### src/rtl/alarm_multi_if.sv
`default_nettype none
// ============================================================================
// Module   : alarm_multi_if
// Brief    : Time/alarm-setting inputs and LED/status outputs of alarm_multi.
// Revision : 1.0
// ============================================================================
interface alarm_multi_if #(
  parameter int NUM_ALARMS = 4,
  parameter int ID_W       = 2,
  parameter int LED_W      = 4
);
  logic [7:0]              sec_time;
  logic [7:0]              min_time;
  logic [7:0]              hour_time;
  logic [8*NUM_ALARMS-1:0] alarm_sec;
  logic [8*NUM_ALARMS-1:0] alarm_min;
  logic [8*NUM_ALARMS-1:0] alarm_hour;
  logic [NUM_ALARMS-1:0]   alarm_en;
  logic                    blink_mode;
  logic                    stop_key;
  logic                    snooze_key;
  logic [LED_W-1:0]        led;
  logic                    alarm_active;
  logic [ID_W-1:0]         alarm_id;

  modport master (
    output sec_time, min_time, hour_time,
    output alarm_sec, alarm_min, alarm_hour, alarm_en,
    output blink_mode, stop_key, snooze_key,
    input  led, alarm_active, alarm_id
  );

  modport slave (
    input  sec_time, min_time, hour_time,
    input  alarm_sec, alarm_min, alarm_hour, alarm_en,
    input  blink_mode, stop_key, snooze_key,
    output led, alarm_active, alarm_id
  );
endinterface
`default_nettype wire

### src/rtl/alarm_multi.sv
`default_nettype none
// ============================================================================
// Module   : alarm_multi
// Brief    : Multi-channel alarm controller with snooze, stop and blink LEDs.
// Revision : 1.0
// ============================================================================
module alarm_multi #(
  parameter int NUM_ALARMS  = 4,
  parameter int ID_W        = 2,
  parameter int LED_W       = 4,
  parameter int KEEP_TIME   = 50,
  parameter int SNOOZE_TIME = 100,
  parameter int BLINK_TIME  = 10,
  parameter int MAX_SNOOZE  = 3,
  parameter int CNT_W       = 30
) (
  input wire logic     clk,
  input wire logic     reset,
  alarm_multi_if.slave bus
);

  localparam int SNZ_W = (MAX_SNOOZE < 2) ? 1 : $clog2(MAX_SNOOZE + 1);
  localparam int BLK_W = (BLINK_TIME < 2) ? 1 : $clog2(BLINK_TIME);

  localparam logic [CNT_W-1:0] c_KEEP_LAST   = CNT_W'(KEEP_TIME - 1);
  localparam logic [CNT_W-1:0] c_SNOOZE_LAST = CNT_W'(SNOOZE_TIME - 1);
  localparam logic [BLK_W-1:0] c_BLINK_LAST  = BLK_W'(BLINK_TIME - 1);
  localparam logic [SNZ_W-1:0] c_MAX_SNZ     = SNZ_W'(MAX_SNOOZE);

  typedef enum logic [1:0] {
    ST_IDLE   = 2'd0,
    ST_RING   = 2'd1,
    ST_SNOOZE = 2'd2
  } state_t;

  state_t                r_state, w_state_nxt;
  logic [CNT_W-1:0]      r_cnt, w_cnt_nxt;
  logic [SNZ_W-1:0]      r_snz_cnt, w_snz_nxt;
  logic [BLK_W-1:0]      r_blink_cnt, w_blink_cnt_nxt;
  logic                  r_blink_ph, w_blink_ph_nxt;
  logic [ID_W-1:0]       r_alarm_id, w_id_nxt;
  logic [NUM_ALARMS-1:0] w_match, r_match_q, w_trig;
  logic [ID_W-1:0]       w_trig_id;
  logic                  w_trig_any;
  logic                  w_cur_en;

  generate
    for (genvar k = 0; k < NUM_ALARMS; k++) begin : g_match
      assign w_match[k] = (bus.alarm_sec[8*k +: 8]  == bus.sec_time) &&
                          (bus.alarm_min[8*k +: 8]  == bus.min_time) &&
                          (bus.alarm_hour[8*k +: 8] == bus.hour_time);
    end
  endgenerate

  // Only the rising edge of a match fires; match_q powers up all-ones so a
  // time already matching at reset release is ignored.
  assign w_trig = w_match & ~r_match_q & bus.alarm_en;

  always_comb begin
    w_trig_any = |w_trig;
    w_trig_id  = '0;
    for (int k = NUM_ALARMS - 1; k >= 0; k--) begin
      if (w_trig[k]) w_trig_id = ID_W'(k);
    end
    w_cur_en = 1'b0;
    for (int k = 0; k < NUM_ALARMS; k++) begin
      if (r_alarm_id == ID_W'(k)) w_cur_en = bus.alarm_en[k];
    end
  end

  always_comb begin
    w_state_nxt     = r_state;
    w_cnt_nxt       = r_cnt;
    w_snz_nxt       = r_snz_cnt;
    w_blink_cnt_nxt = r_blink_cnt;
    w_blink_ph_nxt  = r_blink_ph;
    w_id_nxt        = r_alarm_id;
    case (r_state)
      ST_IDLE: begin
        if (w_trig_any) begin
          w_state_nxt     = ST_RING;
          w_id_nxt        = w_trig_id;
          w_cnt_nxt       = '0;
          w_snz_nxt       = '0;
          w_blink_ph_nxt  = 1'b1;
          w_blink_cnt_nxt = '0;
        end
      end
      ST_RING: begin
        w_cnt_nxt = r_cnt + CNT_W'(1);
        if (r_blink_cnt == c_BLINK_LAST) begin
          w_blink_cnt_nxt = '0;
          w_blink_ph_nxt  = ~r_blink_ph;
        end else begin
          w_blink_cnt_nxt = r_blink_cnt + BLK_W'(1);
        end
        if (!w_cur_en || bus.stop_key) begin
          w_state_nxt = ST_IDLE;
        end else if (bus.snooze_key) begin
          // Snooze past the limit behaves as stop.
          if (r_snz_cnt < c_MAX_SNZ) begin
            w_state_nxt = ST_SNOOZE;
            w_cnt_nxt   = '0;
            w_snz_nxt   = r_snz_cnt + SNZ_W'(1);
          end else begin
            w_state_nxt = ST_IDLE;
          end
        end else if (r_cnt == c_KEEP_LAST) begin
          w_state_nxt = ST_IDLE;
        end
      end
      ST_SNOOZE: begin
        w_cnt_nxt = r_cnt + CNT_W'(1);
        if (!w_cur_en || bus.stop_key) begin
          w_state_nxt = ST_IDLE;
        end else if (r_cnt == c_SNOOZE_LAST) begin
          w_state_nxt     = ST_RING;
          w_cnt_nxt       = '0;
          w_blink_ph_nxt  = 1'b1;
          w_blink_cnt_nxt = '0;
        end
      end
      default: w_state_nxt = ST_IDLE;
    endcase
  end

  always_ff @(posedge clk) begin
    if (reset) begin
      r_state     <= ST_IDLE;
      r_cnt       <= '0;
      r_snz_cnt   <= '0;
      r_blink_cnt <= '0;
      r_blink_ph  <= 1'b0;
      r_alarm_id  <= '0;
      r_match_q   <= '1;
    end else begin
      r_state     <= w_state_nxt;
      r_cnt       <= w_cnt_nxt;
      r_snz_cnt   <= w_snz_nxt;
      r_blink_cnt <= w_blink_cnt_nxt;
      r_blink_ph  <= w_blink_ph_nxt;
      r_alarm_id  <= w_id_nxt;
      r_match_q   <= w_match;
    end
  end

  assign bus.alarm_active = (r_state != ST_IDLE);
  assign bus.alarm_id     = r_alarm_id;
  assign bus.led          = ((r_state == ST_RING) && (!bus.blink_mode || r_blink_ph))
                            ? {LED_W{1'b1}} : {LED_W{1'b0}};

endmodule
`default_nettype wire
### src/flat_wrapper.sv
// flat-port wrapper written by rule: the top's interface ports become plain ports
module alarm_multi_flat 
#(
  parameter int NUM_ALARMS  = 4,
  parameter int ID_W        = 2,
  parameter int LED_W       = 4,
  parameter int KEEP_TIME   = 50,
  parameter int SNOOZE_TIME = 100,
  parameter int BLINK_TIME  = 10,
  parameter int MAX_SNOOZE  = 3,
  parameter int CNT_W       = 30
)
  (clk, reset, bus_sec_time, bus_min_time, bus_hour_time, bus_alarm_sec, bus_alarm_min, bus_alarm_hour, bus_alarm_en, bus_blink_mode, bus_stop_key, bus_snooze_key, bus_led, bus_alarm_active, bus_alarm_id);
  alarm_multi_if #(.NUM_ALARMS(NUM_ALARMS), .ID_W(ID_W), .LED_W(LED_W)) bus_i ();
  input wire logic clk;
  input wire logic reset;
  input wire logic [$bits(bus_i.sec_time)-1:0] bus_sec_time;
  input wire logic [$bits(bus_i.min_time)-1:0] bus_min_time;
  input wire logic [$bits(bus_i.hour_time)-1:0] bus_hour_time;
  input wire logic [$bits(bus_i.alarm_sec)-1:0] bus_alarm_sec;
  input wire logic [$bits(bus_i.alarm_min)-1:0] bus_alarm_min;
  input wire logic [$bits(bus_i.alarm_hour)-1:0] bus_alarm_hour;
  input wire logic [$bits(bus_i.alarm_en)-1:0] bus_alarm_en;
  input wire logic [$bits(bus_i.blink_mode)-1:0] bus_blink_mode;
  input wire logic [$bits(bus_i.stop_key)-1:0] bus_stop_key;
  input wire logic [$bits(bus_i.snooze_key)-1:0] bus_snooze_key;
  output wire logic [$bits(bus_i.led)-1:0] bus_led;
  output wire logic [$bits(bus_i.alarm_active)-1:0] bus_alarm_active;
  output wire logic [$bits(bus_i.alarm_id)-1:0] bus_alarm_id;
  assign bus_i.sec_time = bus_sec_time;
  assign bus_i.min_time = bus_min_time;
  assign bus_i.hour_time = bus_hour_time;
  assign bus_i.alarm_sec = bus_alarm_sec;
  assign bus_i.alarm_min = bus_alarm_min;
  assign bus_i.alarm_hour = bus_alarm_hour;
  assign bus_i.alarm_en = bus_alarm_en;
  assign bus_i.blink_mode = bus_blink_mode;
  assign bus_i.stop_key = bus_stop_key;
  assign bus_i.snooze_key = bus_snooze_key;
  assign bus_led = bus_i.led;
  assign bus_alarm_active = bus_i.alarm_active;
  assign bus_alarm_id = bus_i.alarm_id;
  alarm_multi #(.NUM_ALARMS(NUM_ALARMS), .ID_W(ID_W), .LED_W(LED_W), .KEEP_TIME(KEEP_TIME), .SNOOZE_TIME(SNOOZE_TIME), .BLINK_TIME(BLINK_TIME), .MAX_SNOOZE(MAX_SNOOZE), .CNT_W(CNT_W)) u_core (.clk(clk), .reset(reset), .bus(bus_i));
endmodule
### config.mk
export PLATFORM = sky130hd
export DESIGN_NAME = alarm_multi_flat
export DESIGN_NICKNAME = d
export VERILOG_FILES = /design/src/rtl/alarm_multi_if.sv /design/src/rtl/alarm_multi.sv /design/src/flat_wrapper.sv
export SDC_FILE = /design/constraint.sdc
export NUM_CORES = 1
export LEC_CHECK = 0
export CAP_MARGIN = 20
export CORE_AREA = 4 4 96 98
export CTS_CLUSTER_DIAMETER = 40
export DETAILED_ROUTE_END_ITERATION = 8
export DIE_AREA = 0 0 100 102
export GPL_ROUTABILITY_DRIVEN = 0
export PLACE_DENSITY_LB_ADDON = 0.12
export RECOVER_POWER = 50
export SKIP_CTS_REPAIR_TIMING = 1
export SYNTH_ARGS = -nofsm -noshare
export SYNTH_HDL_FRONTEND = slang
export SYNTH_SLANG_ARGS = --single-unit
export TNS_END_PERCENT = 30
### constraint.sdc
create_clock -name clk -period 2.84 [get_ports clk]
set_input_delay 0.568 -clock clk [delete_from_list [all_inputs] [get_ports clk]]
set_output_delay 0.568 -clock clk [all_outputs]
set_load 0.02 [all_outputs]
# [After elaboration in Yosys (flattened, before gate mapping)]
# Index checks and enable logic that the tools add are counted.
[word_totals] inputBits=129 output_inout_bits=7 reg_bits=45
[classes] magnitude_cmp=1 mux=39 eq_ne=29 n_reduce_logical=25 addsub=3 bitwise=4
[op_table] cell="30-bit two-way mux" count=6
[op_table] cell="8-bit == test" count=12
[op_table] cell="30-bit case mux with 3 select lines" count=1
[op_table] cell="30-bit by 1-bit adder with 30-bit output, second input constant" count=1
[op_table] cell="30-bit by 6-bit == test with 1-bit output, second input constant" count=1
[op_table] cell="30-bit by 7-bit == test with 1-bit output, second input constant" count=1
[op_table] cell="2-bit two-way mux" count=15
[op_table] cell="4-bit two-way mux" count=5
[op_table] cell="4-bit case mux with 3 select lines" count=1
[op_table] cell="5-bit AND reduction" count=2
[op_table] cell="1-bit logical AND" count=9
[op_table] cell="4-bit AND" count=2
[op_table] cell="1-bit two-way mux" count=8
[op_table] cell="2-bit by 1-bit inequality test with 1-bit output, second input constant" count=4
[op_table] cell="2-bit == test, second input constant" count=3
[op_table] cell="2-bit inequality test, second input constant" count=3
[op_table] cell="2-bit case mux with 3 select lines" count=1
[op_table] cell="4-bit by 1-bit adder with 4-bit output, second input constant" count=1
[op_table] cell="2-bit by 1-bit == test with 1-bit output, second input constant" count=2
[op_table] cell="4-bit == test, second input constant" count=1
[op_table] cell="2-bit zero test" count=2
[op_table] cell="4-bit by 2-bit inequality test with 1-bit output, second input constant" count=1
[op_table] cell="4-bit NOT" count=1
[op_table] cell="2-bit case mux with 2 select lines" count=1
[op_table] cell="other kinds (13)" count=17

# [Depth between registers and ports, before layout]
# Gate-level depths: netlist of the first run.
[logic_depth] word_depth=9 depth_mapped=10

# [Worst setup path after synthesis of the first run]
# OpenSTA, ideal clock, no wires.
[synth_timing] path_type="in2reg" startpoint="input port bus_sec_time[6]" endpoint="register u_core.r_cnt[23]" arrival_ns=2.358 cell_stages=8 t_required_ns=2.770 setup_slack_ns=0.412 setup_time_ns=0.070 path_cell_list="xnor2_1 -> nand4_1 -> or4b_4 -> o32ai_4 -> o31ai_4 -> buf_6 -> or4_1 -> a21oi_1"
[synth_between] elab_chain_cells=8 elab_cells_between_ends=17 cone_classes="eq/ne (5); bitwise (2); reduce/logical (10)"
[synth_lines] element="start, declared" line="flat_wrapper.sv:17" text="input wire logic [$bits(bus_i.sec_time)-1:0] bus_sec_time;"
[synth_lines] element="8-bit == test" line="alarm_multi.sv:49" text="assign w_match[k] = (bus.alarm_sec[8*k +: 8] == bus.sec_time) &&"
[synth_lines] element="1-bit logical AND" line="alarm_multi.sv:49"
[synth_lines] element="1-bit logical AND" line="alarm_multi.sv:50" text="(bus.alarm_min[8*k +: 8] == bus.min_time) &&"
[synth_lines] element="4-bit AND (*) (2 in series)" line="alarm_multi.sv:57" text="assign w_trig = w_match & ~r_match_q & bus.alarm_en;"
[synth_lines] element="4-bit OR reduction (*)" line="alarm_multi.sv:60" text="w_trig_any = |w_trig;"
[synth_lines] element="2-bit by 1-bit inequality test with 1-bit output (no line) (*)"
[synth_lines] element="2-bit AND reduction (no line) (*)"
[synth_lines] element="end signal, assigned" line="alarm_multi.sv:138" text="r_cnt <= w_cnt_nxt;"
[synth_lines] element="end, declared" line="alarm_multi.sv:37" text="logic [CNT_W-1:0] r_cnt, w_cnt_nxt;"
# Every way passes the cells marked *; elsewhere a longest branch is shown, timed or not.
# A chain may end at the register's enable or synchronous reset.

# [Final worst setup path of the first run]
[layout_timing] startpoint="input port bus_alarm_sec[15]" endpoint="register u_core.r_cnt[5]"
[layout_between] elab_chain_cells=8
[layout_lines] element="start, declared" line="flat_wrapper.sv:20" text="input wire logic [$bits(bus_i.alarm_sec)-1:0] bus_alarm_sec;"
[layout_lines] element="8-bit == test" line="alarm_multi.sv:49"
[layout_lines] element="1-bit logical AND" line="alarm_multi.sv:49"
[layout_lines] element="1-bit logical AND" line="alarm_multi.sv:50"
[layout_lines] element="4-bit AND (2 in series)" line="alarm_multi.sv:57"
[layout_lines] element="4-bit OR reduction" line="alarm_multi.sv:60"
[layout_lines] element="2-bit by 1-bit inequality test with 1-bit output (no line)"
[layout_lines] element="2-bit AND reduction (no line)"
# Every way passes these cells.

==> summary.md, run 1 <==
| Metric | Value |
|---|---|
| GR Util All Layers | `0.256` |
| CP max FO | `6` |
| Fin. Hold Viols | `0` |
| Worst-skew pair later-pin latency | `0.31 ns` |
| First-pass GRT wire length | `20800 µm` |
| IO Count | `136` |
| DRT Wirelength | `13800 µm` |
| Layout net count | `774` |
| Initial Util | `0.445` |
| Clock slew at reported path FFs | `0.09 ns` |
| Diodes inserted | `0` |
| FP Rows | `34` |
| TritonCTS clock tree | `done` |
| Most common cell in the netlist | `xor2_1` |
| Clock Skew | `0.0104 ns` |
| Synthesized area per cell | `8.01 µm²` |
| Proportion of layout cells with a drive suffix above 1 | `0.146` |
| Hold Crit Class | `flop to flop` |
| FF+latch area | `901 µm²` |
| Max Slew Vio Count | `0` |
| Hold path depth | `2` |
| Setup violations, final | `0` |
| Met2 wire length | `7180 µm` |
| Area fraction of the dominant cell type after synthesis | `0.239` |
| Synth top area cells | `dfxtp_1 24%, xor2_1 21%, nor4_1 5.2%` |
| Vias in the first global route | `4190` |
| Syn_nets | `608` |
| Num Clock Sinks | `45` |
| Initial DRC count | `200` |
| WP data arrival | `3.08 ns` |
| Number of cells produced by synthesis | `470` |
| P&R area growth vs syn | `58.7%` |
| Fmax | `353 MHz` |
| Period utilization | `0.998` |
| Crit. End Element | `flop` |
| Root Driver | `clkbuf_8` |
| Total power | `1.64 mW` |
| R2r startpoint | `u_core.r_cnt[19]` |
| Power Density | `275 mW/mm²` |
| Max Cap Violations | `0` |
| Seq/Total Area, Yosys | `0.239` |
| Worst-Margin Slew | `0.575 ns` |
| Routed vias/inst | `5.77` |
| Crit Path Class | `primary input to flop` |
| CP Cell Sequence | `clkdlybuf4s50_1, xor2_1, nor4_1, nand4_1, o32ai_4, o31ai_4, buf_8, or4_1, a21oi_1` |
| CTS buffer count | `5` |
| Drt first pass iters | `4` |
| Synth Flop Type | `dfxtp_1` |
| CP required | `3.09 ns` |
| CORE AREA | `0.00847 mm²` |
| Met3 wire length | `798 µm` |
| Vias | `4295` |
| Synth area leader | `dfxtp_1` |
| Peak VDD IR | `252 µV` |
| Met1 wire length | `5640 µm` |
| Total leakage power | `2.57 nW` |
| Synth unique cells | `51` |
| Ys async rst share | `0` |
| Slowest-stage cell, CP | `or4_1` |
| CP Launch Point | `bus_alarm_sec[15]` |
| CTS HTree Levels | `2` |
| Initial antenna violation count | `0` |
| DIE WIDTH | `100 µm` |
| CP peak stage delay | `0.50 ns` |
| Slew margin rel. | `0.613` |
| DP HPWL | `10700 µm` |
| Final Critical Period | `2.83 ns` |
| Synth warn | `0` |
| Fill cell count | `666` |
| Area of the multi-input gates | `0.00287 mm²` |
| Die height | `102 µm` |
| Reg2Reg Depth | `9` |
| Max layer used | `met4` |
| Wire length per cell | `18.6 µm` |
| Yosys reg bits | `45` |
| Hold path start | `u_core.r_snz_cnt[0]` |
| Die area | `0.0102 mm²` |
| # DRC | `0` |
| Status | `completed` |
| Post-route ant nets | `0` |
| Most frequent cells after synthesis | `90 x xor2_1, 45 x dfxtp_1, 33 x a21oi_1` |
| Port Buffers | `135` |
| Startpoint Class | `primary input` |
| CTS max path bufs | `2` |
| Post-synth EDFFs | `0` |
| Largest net degree at the start of global routing | `46` |
| Cell Area, Synth | `0.00376 mm²` |
| Grt total ovfl | `0` |
| Setup_tns | `0 ns` |
==> logic make-up (layout without fill, tap and decap cells) <==
| kind of cell | count (synthesis) | after routing | share of synthesized area |
|---|---|---|---|
| AOI/OAI and AO/OA | 98 | 98 | 0.171 |
| xor gates and xnor gates | 96 | 96 | 0.223 |
| adders and majority gates | 9 | 9 | 0.0299 |
| buffers and inverters | 34 | 201 | 0.0399 |
| DFF | 45 | 45 | 0.239 |
| muxes | 3 | 3 | 0.0113 |
| and+or+nand+nor | 185 | 185 | 0.285 |
==> routing by layer <==
metal	up-vias	track usage
li1	2053	-
met4	0	0.0591
met1	2073	0.314
met5	-	0
met3	20	0.0430
met2	149	0.468
==> power by group <==
part / internal, mW / total (mW) / switching [mW] / leakage [nW]
Clock: 0.354 / 0.599 / 0.244 / 0.0687
Sequential: 0.633 / 0.634 / 0.000560 / 0.364
Combinational: 0.243 / 0.411 / 0.168 / 2.13
Total: 1.23 / 1.64 / 0.413 / 2.57
==> layout make-up <==
| type | count | share of cell area |
|---|---|---|
| clock buffer | 5 | 0.0115 |
| timing repair buffer | 181 | 0.316 |
| sequential | 45 | 0.151 |
| tap | 108 | 0.0226 |
| multi-input combinational | 391 | 0.480 |
| inverter | 12 | 0.00754 |
| clock inverter | 3 | 0.0115 |
==> path summary, 6_finish.rpt <==
path	to	slack, ns
hold / removal	u_core.r_snz_cnt[0]	0.48
setup / recovery	u_core.r_cnt[5]	0.006
setup reg to reg	u_core.r_cnt[26]	0.36
hold reg to reg	u_core.r_snz_cnt[0]	0.48
==> flip-flops by register name (all words and copies together) (netlist names) <==
register / flops
u_core.r_cnt: 30
u_core.r_match_q: 4
u_core.bus.alarm_id: 2
u_core.r_snz_cnt: 2
u_core.r_blink_cnt: 4
u_core.r_blink_ph: 1
u_core.r_state: 2
==> layout by cell type (no fill, tap or decap), types with 3 or more instances in the layout <==
| master | netlist | routed |
|---|---|---|
| clkdlybuf4s50_1 | 0 | 90 |
| xor2_1 | 90 | 87 |
| dfxtp_1 | 45 | 45 |
| dlymetal6s2s_1 | 0 | 42 |
| buf_4 | 3 | 35 |
| o21ai_0 | 30 | 30 |
| nand2_1 | 28 | 27 |
| a21oi_1 | 33 | 26 |
| nand3_1 | 23 | 23 |
| nor4_1 | 31 | 21 |
| nor2_1 | 18 | 18 |
| inv_1 | 12 | 12 |
| nand4_1 | 11 | 11 |
| nor3_1 | 11 | 11 |
| or4_1 | 18 | 10 |
| nor4_2 | 0 | 9 |
| a21o_1 | 9 | 9 |
| ha_1 | 9 | 9 |
| or4_4 | 0 | 8 |
| nand4b_1 | 8 | 8 |
| and3_1 | 7 | 7 |
| a21oi_2 | 0 | 7 |
| o31ai_1 | 7 | 7 |
| xnor2_1 | 6 | 6 |
| nand2b_1 | 5 | 5 |
| and2_1 | 5 | 5 |
| clkbuf_8 | 0 | 5 |
| and2_0 | 4 | 4 |
| and4_1 | 4 | 4 |
| buf_6 | 1 | 4 |
| xor2_2 | 0 | 3 |
| o21a_1 | 3 | 3 |
| or3_1 | 3 | 3 |
| buf_12 | 0 | 3 |
==> worst max-delay path: cells and delay by family <==
family	cells	cell delay, ns
simple gates	3	1.02
buf+inv	2	0.61
xor+xnor	1	0.17
compound gates	3	0.70
==> metrics by stage <==
step / util / hold slack [ns] / setup slack, ns / cells / cell area (µm²)
detailed placement: 0.647 / 0.473 / -0.714 / 730 / 5480
global route: 0.705 / 0.513 / -0.0608 / 745 / 5970
global placement: 0.647 / 0.458 / -0.610 / 730 / 5480
finish: 0.705 / 0.481 / 0.00580 / 745 / 5970
floorplan: - / 0.449 / 0.412 / 470 / 3760
CTS: 0.663 / 0.488 / -0.380 / 738 / 5610
Power figures use the tool's default switching activity.
==> inputs of run 2 (changes only) <==
- ABC_AREA: not set -> 1
- CORE_AREA: 4 4 96 98 -> 2 2 104 106
- DIE_AREA: 0 0 100 102 -> 0 0 106 108
==> summary.md, run 2 <==
| Metric | Value |
|---|---|
| Worst-skew pair later-pin latency | `0.31 ns (about the same)` |
| Met1 Resource Use GR | `0.321 (+0.00713)` |
| Port Buffers | `135 (unchanged)` |
| Final Hold Slack | `0.476 ns (-0.00499 ns)` |
| Clock Skew | `0.0111 ns (+0.000696 ns)` |
| Setup violations, final | `0 (unchanged)` |
| Hold Crit Class | `flop to flop` |
| CP max FO | `15 (+9)` |
| Period utilization | `0.925 (-0.0728)` |
| TritonCTS clock tree | `done` |
| RSZ-0062 raised after global routing | `no` |
| Design area | `0.00622 mm² (+4.1%)` |
| Vias in the first global route | `5088 (+21%)` |
| Most common cell in the netlist | `nand2_1` |
| Grt peak-use layer | `met2` |
| Largest delay share family, worst path | `buffers and inverters` |
| Final Critical Period | `2.63 ns (-0.207 ns)` |
| Drt first pass iters | `5 (+1)` |
| Status | `completed` |
| Synthesized area per cell | `5.76 µm² (-28%)` |
| Post-synth EDFFs | `0 (unchanged)` |
| Top flop regs | `u_core.r_cnt x30, u_core.r_blink_cnt x4, u_core.r_match_q x4` |
| Area after DPL | `0.00614 mm² (+12%)` |
| Max reg flops | `30 (unchanged)` |
| IO Count | `136 (unchanged)` |
| Worst min-delay path endpoint | `u_core.r_blink_ph` |
| Vias | `5344 (+24%)` |
| Crit Path Class | `flop to primary output` |
| # DRC | `0 (unchanged)` |
| Root Driver | `clkbuf_8` |
| Most frequent cells in the layout | `260 x nand2_1, 131 x clkdlybuf4s50_1, 119 x nor2_1, 99 x inv_1, 57 x xnor2_1` |
| Cell Area, Synth | `0.00468 mm² (+24%)` |
| Initial antenna violation count | `0 (unchanged)` |
| DIE WIDTH | `106 µm (+6.0%)` |
| Total leakage power | `2.55 nW (-0.57%)` |
| Synth unique cells | `34 (-33%)` |
| Number of cells produced by synthesis | `813 (+73%)` |
| CTS max path bufs | `2 (unchanged)` |
| Buf/Inv on CP | `3 (+1)` |
| Proportion of layout cells with a drive suffix above 1 | `0.0501 (-0.0959)` |
| GR met2 Demand/Resource | `0.431 (-0.0366)` |
| CP required | `2.27 ns (-0.82 ns)` |
| FF-to-FF End | `u_core.r_cnt[26]` |
| Num Clock Sinks | `45 (unchanged)` |
| CTS HTree Levels | `2 (unchanged)` |
| Biggest register | `u_core.r_cnt` |
| Synth Flop Type | `dfxtp_1` |
| Wire length per cell | `13.1 µm (-29%)` |
| Layout net count | `1076 (+39%)` |
| Syn_nets | `951 (+56%)` |
| Startpoint Class | `flop` |
| Fmax | `381 MHz (+7.9%)` |
| Post-route ant nets | `0 (unchanged)` |
| Synth warn | `0 (unchanged)` |
| Initial DRC count | `396 (+98%)` |
| Max Cap Violations | `0 (unchanged)` |
| Met3 Use GR | `0.0500 (+0.00703)` |
| FP Rows | `37 (+8.8%)` |
| Setup WS pre-CTS | `-0.137 ns (+0.577 ns)` |
| Setup slack after layout | `0.212 ns (+0.207 ns)` |
| Area fraction of the dominant cell type after synthesis | `0.209 (-0.0308)` |
| Clock slew at reported path FFs | `0.09 ns (about the same)` |
| Grt total ovfl | `0 (unchanged)` |
| P&R area growth vs syn | `32.9%` |
| Max Slew Vio Count | `0 (unchanged)` |
| Slew margin rel. | `0.678 (+0.0647)` |
| First-pass GRT wire length | `23500 µm (+13%)` |
| Initial Util | `0.457 (+0.0128)` |
| GR Util All Layers | `0.250 (-0.00541)` |
| Hold path depth | `2 (unchanged)` |
| Largest net degree at the start of global routing | `24 (-48%)` |
| Most common cell after layout, fill and taps aside | `nand2_1` |
| Yosys reg bits | `45 (unchanged)` |
| Ys async rst share | `0 (unchanged)` |
| Die area | `0.0114 mm² (+12%)` |
| CP peak stage delay | `0.68 ns (+0.18 ns)` |
| DRT Wirelength | `14100 µm (+2.1%)` |
| Peak VDD IR | `140 µV (-44%)` |
| Routed vias/inst | `4.97 (-14%)` |
| CORE AREA | `0.0102 mm² (+21%)` |
| R2R setup slack | `0.48 ns (+0.12 ns)` |
| Synth top area cells | `nand2_1 21%, dfxtp_1 19%, xnor2_1 11%` |
| Final Core Density | `0.608 (-0.0975)` |
| R2r startpoint | `u_core.r_cnt[0]` |
| Fin. Hold Viols | `0 (unchanged)` |
| Worst-Margin Slew | `0.483 ns (-0.0923 ns)` |
| DP HPWL | `11400 µm (+6.3%)` |
| Seq/Total Area, Yosys | `0.193 (-0.0468)` |
| WP data arrival | `2.06 ns (-1.02 ns)` |
| Diodes inserted | `0 (unchanged)` |
| Reg2Reg Depth | `14 (+5)` |
| CTS buffer count | `5 (unchanged)` |
| Slowest-stage cell, CP | `clkdlybuf4s50_1` |
| Hold path start | `u_core.r_blink_ph` |
| Crit. End Element | `primary output` |
| Die height | `108 µm (+5.9%)` |
| Most frequent cells after synthesis | `260 x nand2_1, 119 x nor2_1, 99 x inv_1` |
| CP Cell Sequence | `inv_1, ha_1, buf_4, nand2_1, o21ai_0, clkdlybuf4s50_1` |
| Synth area leader | `nand2_1` |
| Power Density | `235 mW/mm² (-15%)` |
| Total power | `1.46 mW (-11%)` |
-- run 2: cell types whose count changed after synthesis, moves of 25 or more --
cell | previous run | this run
nand2_1 | 28 | 260
nor2_1 | 18 | 119
inv_1 | 12 | 99
xor2_1 | 90 | 30
xnor2_1 | 6 | 57
nor4_1 | 31 | 1
nand3_1 | 23 | 48
-- run 2: cell families after synthesis --
family | after synthesis | synth area share
AOI/OAI and AO/OA | 55 | 0.0634
xor gates and xnor gates | 87 | 0.163
adders and majority gates | 9 | 0.0241
buffers and inverters | 133 | 0.119
DFF | 45 | 0.193
and+or+nand+nor | 484 | 0.438
-- run 2: metal layers --
| layer | routed length (µm) | vias to the layer above | part of all wire |
|---|---|---|---|
| met5 | 0 | - | 0 |
| met4 | 231 | 0 | 0.016 |
| met3 | 1060 | 24 | 0.075 |
| met2 | 6460 | 201 | 0.46 |
| met1 | 6380 | 2368 | 0.45 |
| li1 | - | 2751 | - |
-- run 2: cell type report --
cell class / instances / area (µm²)
fillers: 1021 / 4010
multi-input cells: 635 / 3230
repair buffers: 145 / 1440
flip-flops and latches: 45 / 901
inverters: 106 / 398
well taps: 136 / 170
clock buffers: 5 / 68.8
clock inverters: 3 / 17.5
-- run 2: report_power, final --
group / internal [mW] / switching (mW)
Clock: 0.171 / 0.241
Sequential: 0.633 / 0.000713
Combinational: 0.254 / 0.159
Total: 1.06 / 0.401
-- run 2: through the flow --
step / std cells / TNS [ns]
6_report: 1075 / 0
5_1_grt: 1075 / 0
4_1_cts: 1075 / 0
3_5_place_dp: 1067 / -1.07
3_3_place_gp: 1067 / -0.526
2_1_floorplan: 813 / 0
-- run 2: worst max-delay path by stage --
stage	endpoint	slack, ns	start	cells after the start
detailed placement	u_core.r_cnt[12]	-0.14	bus_sec_time[5]	18
global placement	u_core.r_cnt[19]	-0.1	bus_sec_time[5]	18
floorplan	bus_led[1]	0.40	u_core.r_state[1]	6
global route	u_core.r_cnt[19]	0.02	bus_min_time[7]	17
CTS	u_core.r_cnt[12]	0.20	bus_sec_time[5]	18
finish	bus_led[3]	0.21	u_core.r_state[1]	6
-- run 2: worst register-to-register path, stage by stage, from the launching register on --
cell	delay [ns]
dfxtp_1	0.52
ha_1	0.29
nand2_2	0.10
nor2_2	0.16
nand4_2	0.18
nor2_2	0.17
nand2_1	0.10
nor3_2	0.18
nand2_1	0.13
nor2_1	0.16
nand2_1	0.07
nand2_1	0.06
nand2_1	0.05
nand2_1	0.07
nor2_1	0.04
==> inputs of run 3 (changes only) <==
- SLEW_MARGIN: not set -> 40
- clock period: 2.84 -> 2.55 ns (I/O delays scaled with it)
==> summary.md, run 3 (synthesis results as in run 2) <==
| Metric | Value |
|---|---|
| Most frequent cells in the layout | `260 x nand2_1, 125 x clkdlybuf4s50_1, 115 x nor2_1, 99 x inv_1, 57 x xnor2_1` |
| Fin. Hold Viols | `0 (unchanged)` |
| CORE AREA | `0.0102 mm² (unchanged)` |
| Final Hold Slack | `0.468 ns (-0.00771 ns)` |
| Initial DRC count | `447 (+13%)` |
| Layout net count | `1106 (+2.8%)` |
| Clock Skew | `0.0151 ns (+0.00395 ns)` |
| Clk network pwr share | `0.323 (+0.041)` |
| Port Buffers | `135 (unchanged)` |
| Max Slew Vio Count | `0 (unchanged)` |
| Max Cap Violations | `0 (unchanged)` |
| Clock slew at reported path FFs | `0.10 ns (about the same)` |
| FP Rows | `37 (unchanged)` |
| Slowest-stage cell, CP | `clkdlybuf4s50_1` |
| Logic pwr share | `0.275 (-0.008)` |
| Fill cell count | `949 (-7.1%)` |
| CP dominant cell by count | `inv_1` |
| Top flop regs | `u_core.r_cnt x30, u_core.r_blink_cnt x4, u_core.r_match_q x4` |
| Die area | `0.0114 mm² (unchanged)` |
| Biggest register | `u_core.r_cnt` |
| Wire length per cell | `13.3 µm (+0.94%)` |
| P&R area growth vs syn | `39.1%` |
| Crit Path Class | `flop to primary output` |
| Diodes inserted | `0 (unchanged)` |
| Status | `completed` |
| Root Driver | `clkbuf_8` |
| Routed vias/inst | `4.97 (about the same)` |
| Psw | `454 µW (+13%)` |
| Crit. End Element | `primary output` |
| Area of the multi-input gates | `0.00323 mm² (+0.16%)` |
| IO Count | `136 (unchanged)` |
| Largest net degree at the start of global routing | `24 (unchanged)` |
| CP required | `2.04 ns (-0.23 ns)` |
| Period utilization | `0.945` |
| Vias in the first global route | `5269 (+3.6%)` |
| Final Critical Period | `2.41 ns` |
| WP data arrival | `1.90 ns (-0.16 ns)` |
| Peak VDD IR | `187 µV (+33%)` |
| Drt first pass iters | `8 (+3)` |
| Total leakage power | `2.80 nW (+9.9%)` |
| GR Util All Layers | `0.256 (+0.00619)` |
| Die height | `108 µm (unchanged)` |
| DP HPWL | `11900 µm (+4.4%)` |
| Hold path depth | `2 (unchanged)` |
| Fmax | `415 MHz` |
| DRT Wirelength | `14700 µm (+3.8%)` |
| First-pass GRT wire length | `24100 µm (+2.4%)` |
| Switch share | `0.259 (-0.0158)` |
| Startpoint Class | `flop` |
| RSZ-0062 raised after global routing | `no` |
| P_int | `1.30 mW (+23%)` |
| CP Cell Sequence | `inv_1, ha_1, inv_1, o21ai_1, buf_4, clkdlybuf4s50_1` |
| CTS buffer count | `5 (unchanged)` |
| CTS HTree Levels | `2 (unchanged)` |
| CP peak stage delay | `0.59 ns (-0.09 ns)` |
| FF+latch area | `901 µm² (unchanged)` |
| Worst-Margin Slew | `0.694 ns (+0.211 ns)` |
| Num Clock Sinks | `45 (unchanged)` |
| Hold Crit Class | `flop to flop` |
| Max reg flops | `30 (unchanged)` |
| Initial antenna violation count | `0 (unchanged)` |
| DIE WIDTH | `106 µm (unchanged)` |
| Grt total ovfl | `0 (unchanged)` |
| Slew margin rel. | `0.537 (-0.141)` |
| Initial Util | `0.457 (unchanged)` |
| Post-route ant nets | `0 (unchanged)` |
| CP max FO | `4 (-11)` |
| Setup WS pre-CTS | `-0.212 ns (-0.0749 ns)` |
| Proportion of layout cells with a drive suffix above 1 | `0.0826 (+0.0325)` |
| Worst-skew pair later-pin latency | `0.31 ns (about the same)` |
| Reg2Reg Depth | `14 (unchanged)` |
| Most common cell after layout, fill and taps aside | `nand2_1` |
| TritonCTS clock tree | `done` |
| Flop pwr share | `0.403 (-0.032)` |
| Power Density | `269 mW/mm² (+15%)` |
| # DRC | `0 (unchanged)` |
| Setup violations, final | `0 (unchanged)` |
| CTS max path bufs | `2 (unchanged)` |
| Vias | `5494 (+2.8%)` |
| Setup slack after layout | `0.141 ns (-0.0715 ns)` |
run 3: layer usage:
| layer | global-route usage | share of wire | routed length (µm) | vias up |
|---|---|---|---|---|
| li1 | - | - | - | 2815 |
| met1 | 0.325 | 0.45 | 6530 | 2440 |
| met2 | 0.451 | 0.46 | 6800 | 217 |
| met3 | 0.0446 | 0.075 | 1090 | 22 |
| met4 | 0.0695 | 0.016 | 238 | 0 |
| met5 | 0 | 0 | 0 | - |
run 3: layout make-up:
type	count	share of cell area
Multi-Input combinational cell	635	0.496
Timing Repair Buffer	175	0.261
Inverter	106	0.0611
Tap cell	136	0.0261
Clock buffer	6	0.0112
Sequential cell	45	0.138
Clock inverter	2	0.00596
run 3: metrics by stage:
stage                     instances  power, mW  TNS [ns]   util  instance area (µm²)
after global placement         1097       1.19     -4.01  0.622                 6370
after global routing           1105       1.84         0  0.636                 6510
after detailed placement       1097       1.20     -5.03  0.622                 6370
final                          1105       1.75         0  0.636                 6510
after floorplan                 813      0.920         0      -                 4680
after CTS                      1105       1.77         0  0.633                 6480
run 3: path summary, 6_finish.rpt:
check	from	endpoint	slack [ns]
hold / removal	u_core.r_blink_ph	u_core.r_blink_ph	0.47
setup reg to reg	u_core.r_cnt[1]	u_core.r_cnt[26]	0.25
hold reg to reg	u_core.r_blink_ph	u_core.r_blink_ph	0.47
setup / recovery	u_core.r_state[1]	bus_led[3]	0.14
run 3: critical path, delay by kind of cell, from the launching register on:
family / cells / cell delay [ns]
fa+ha+maj: 1 / 0.19
compound gates: 1 / 0.16
buf+inv: 4 / 0.89
flops: 1 / 0.35
run 3: power by group through the flow:
stage / clock [mW] / combinational (mW) / sequential (mW)
3_5_place_dp: 0 / 0.479 / 0.723
3_3_place_gp: 0 / 0.468 / 0.723
4_1_cts: 0.577 / 0.483 / 0.706
5_1_grt: 0.605 / 0.524 / 0.707
2_1_floorplan: 0 / 0.197 / 0.723
6_report: 0.565 / 0.481 / 0.706
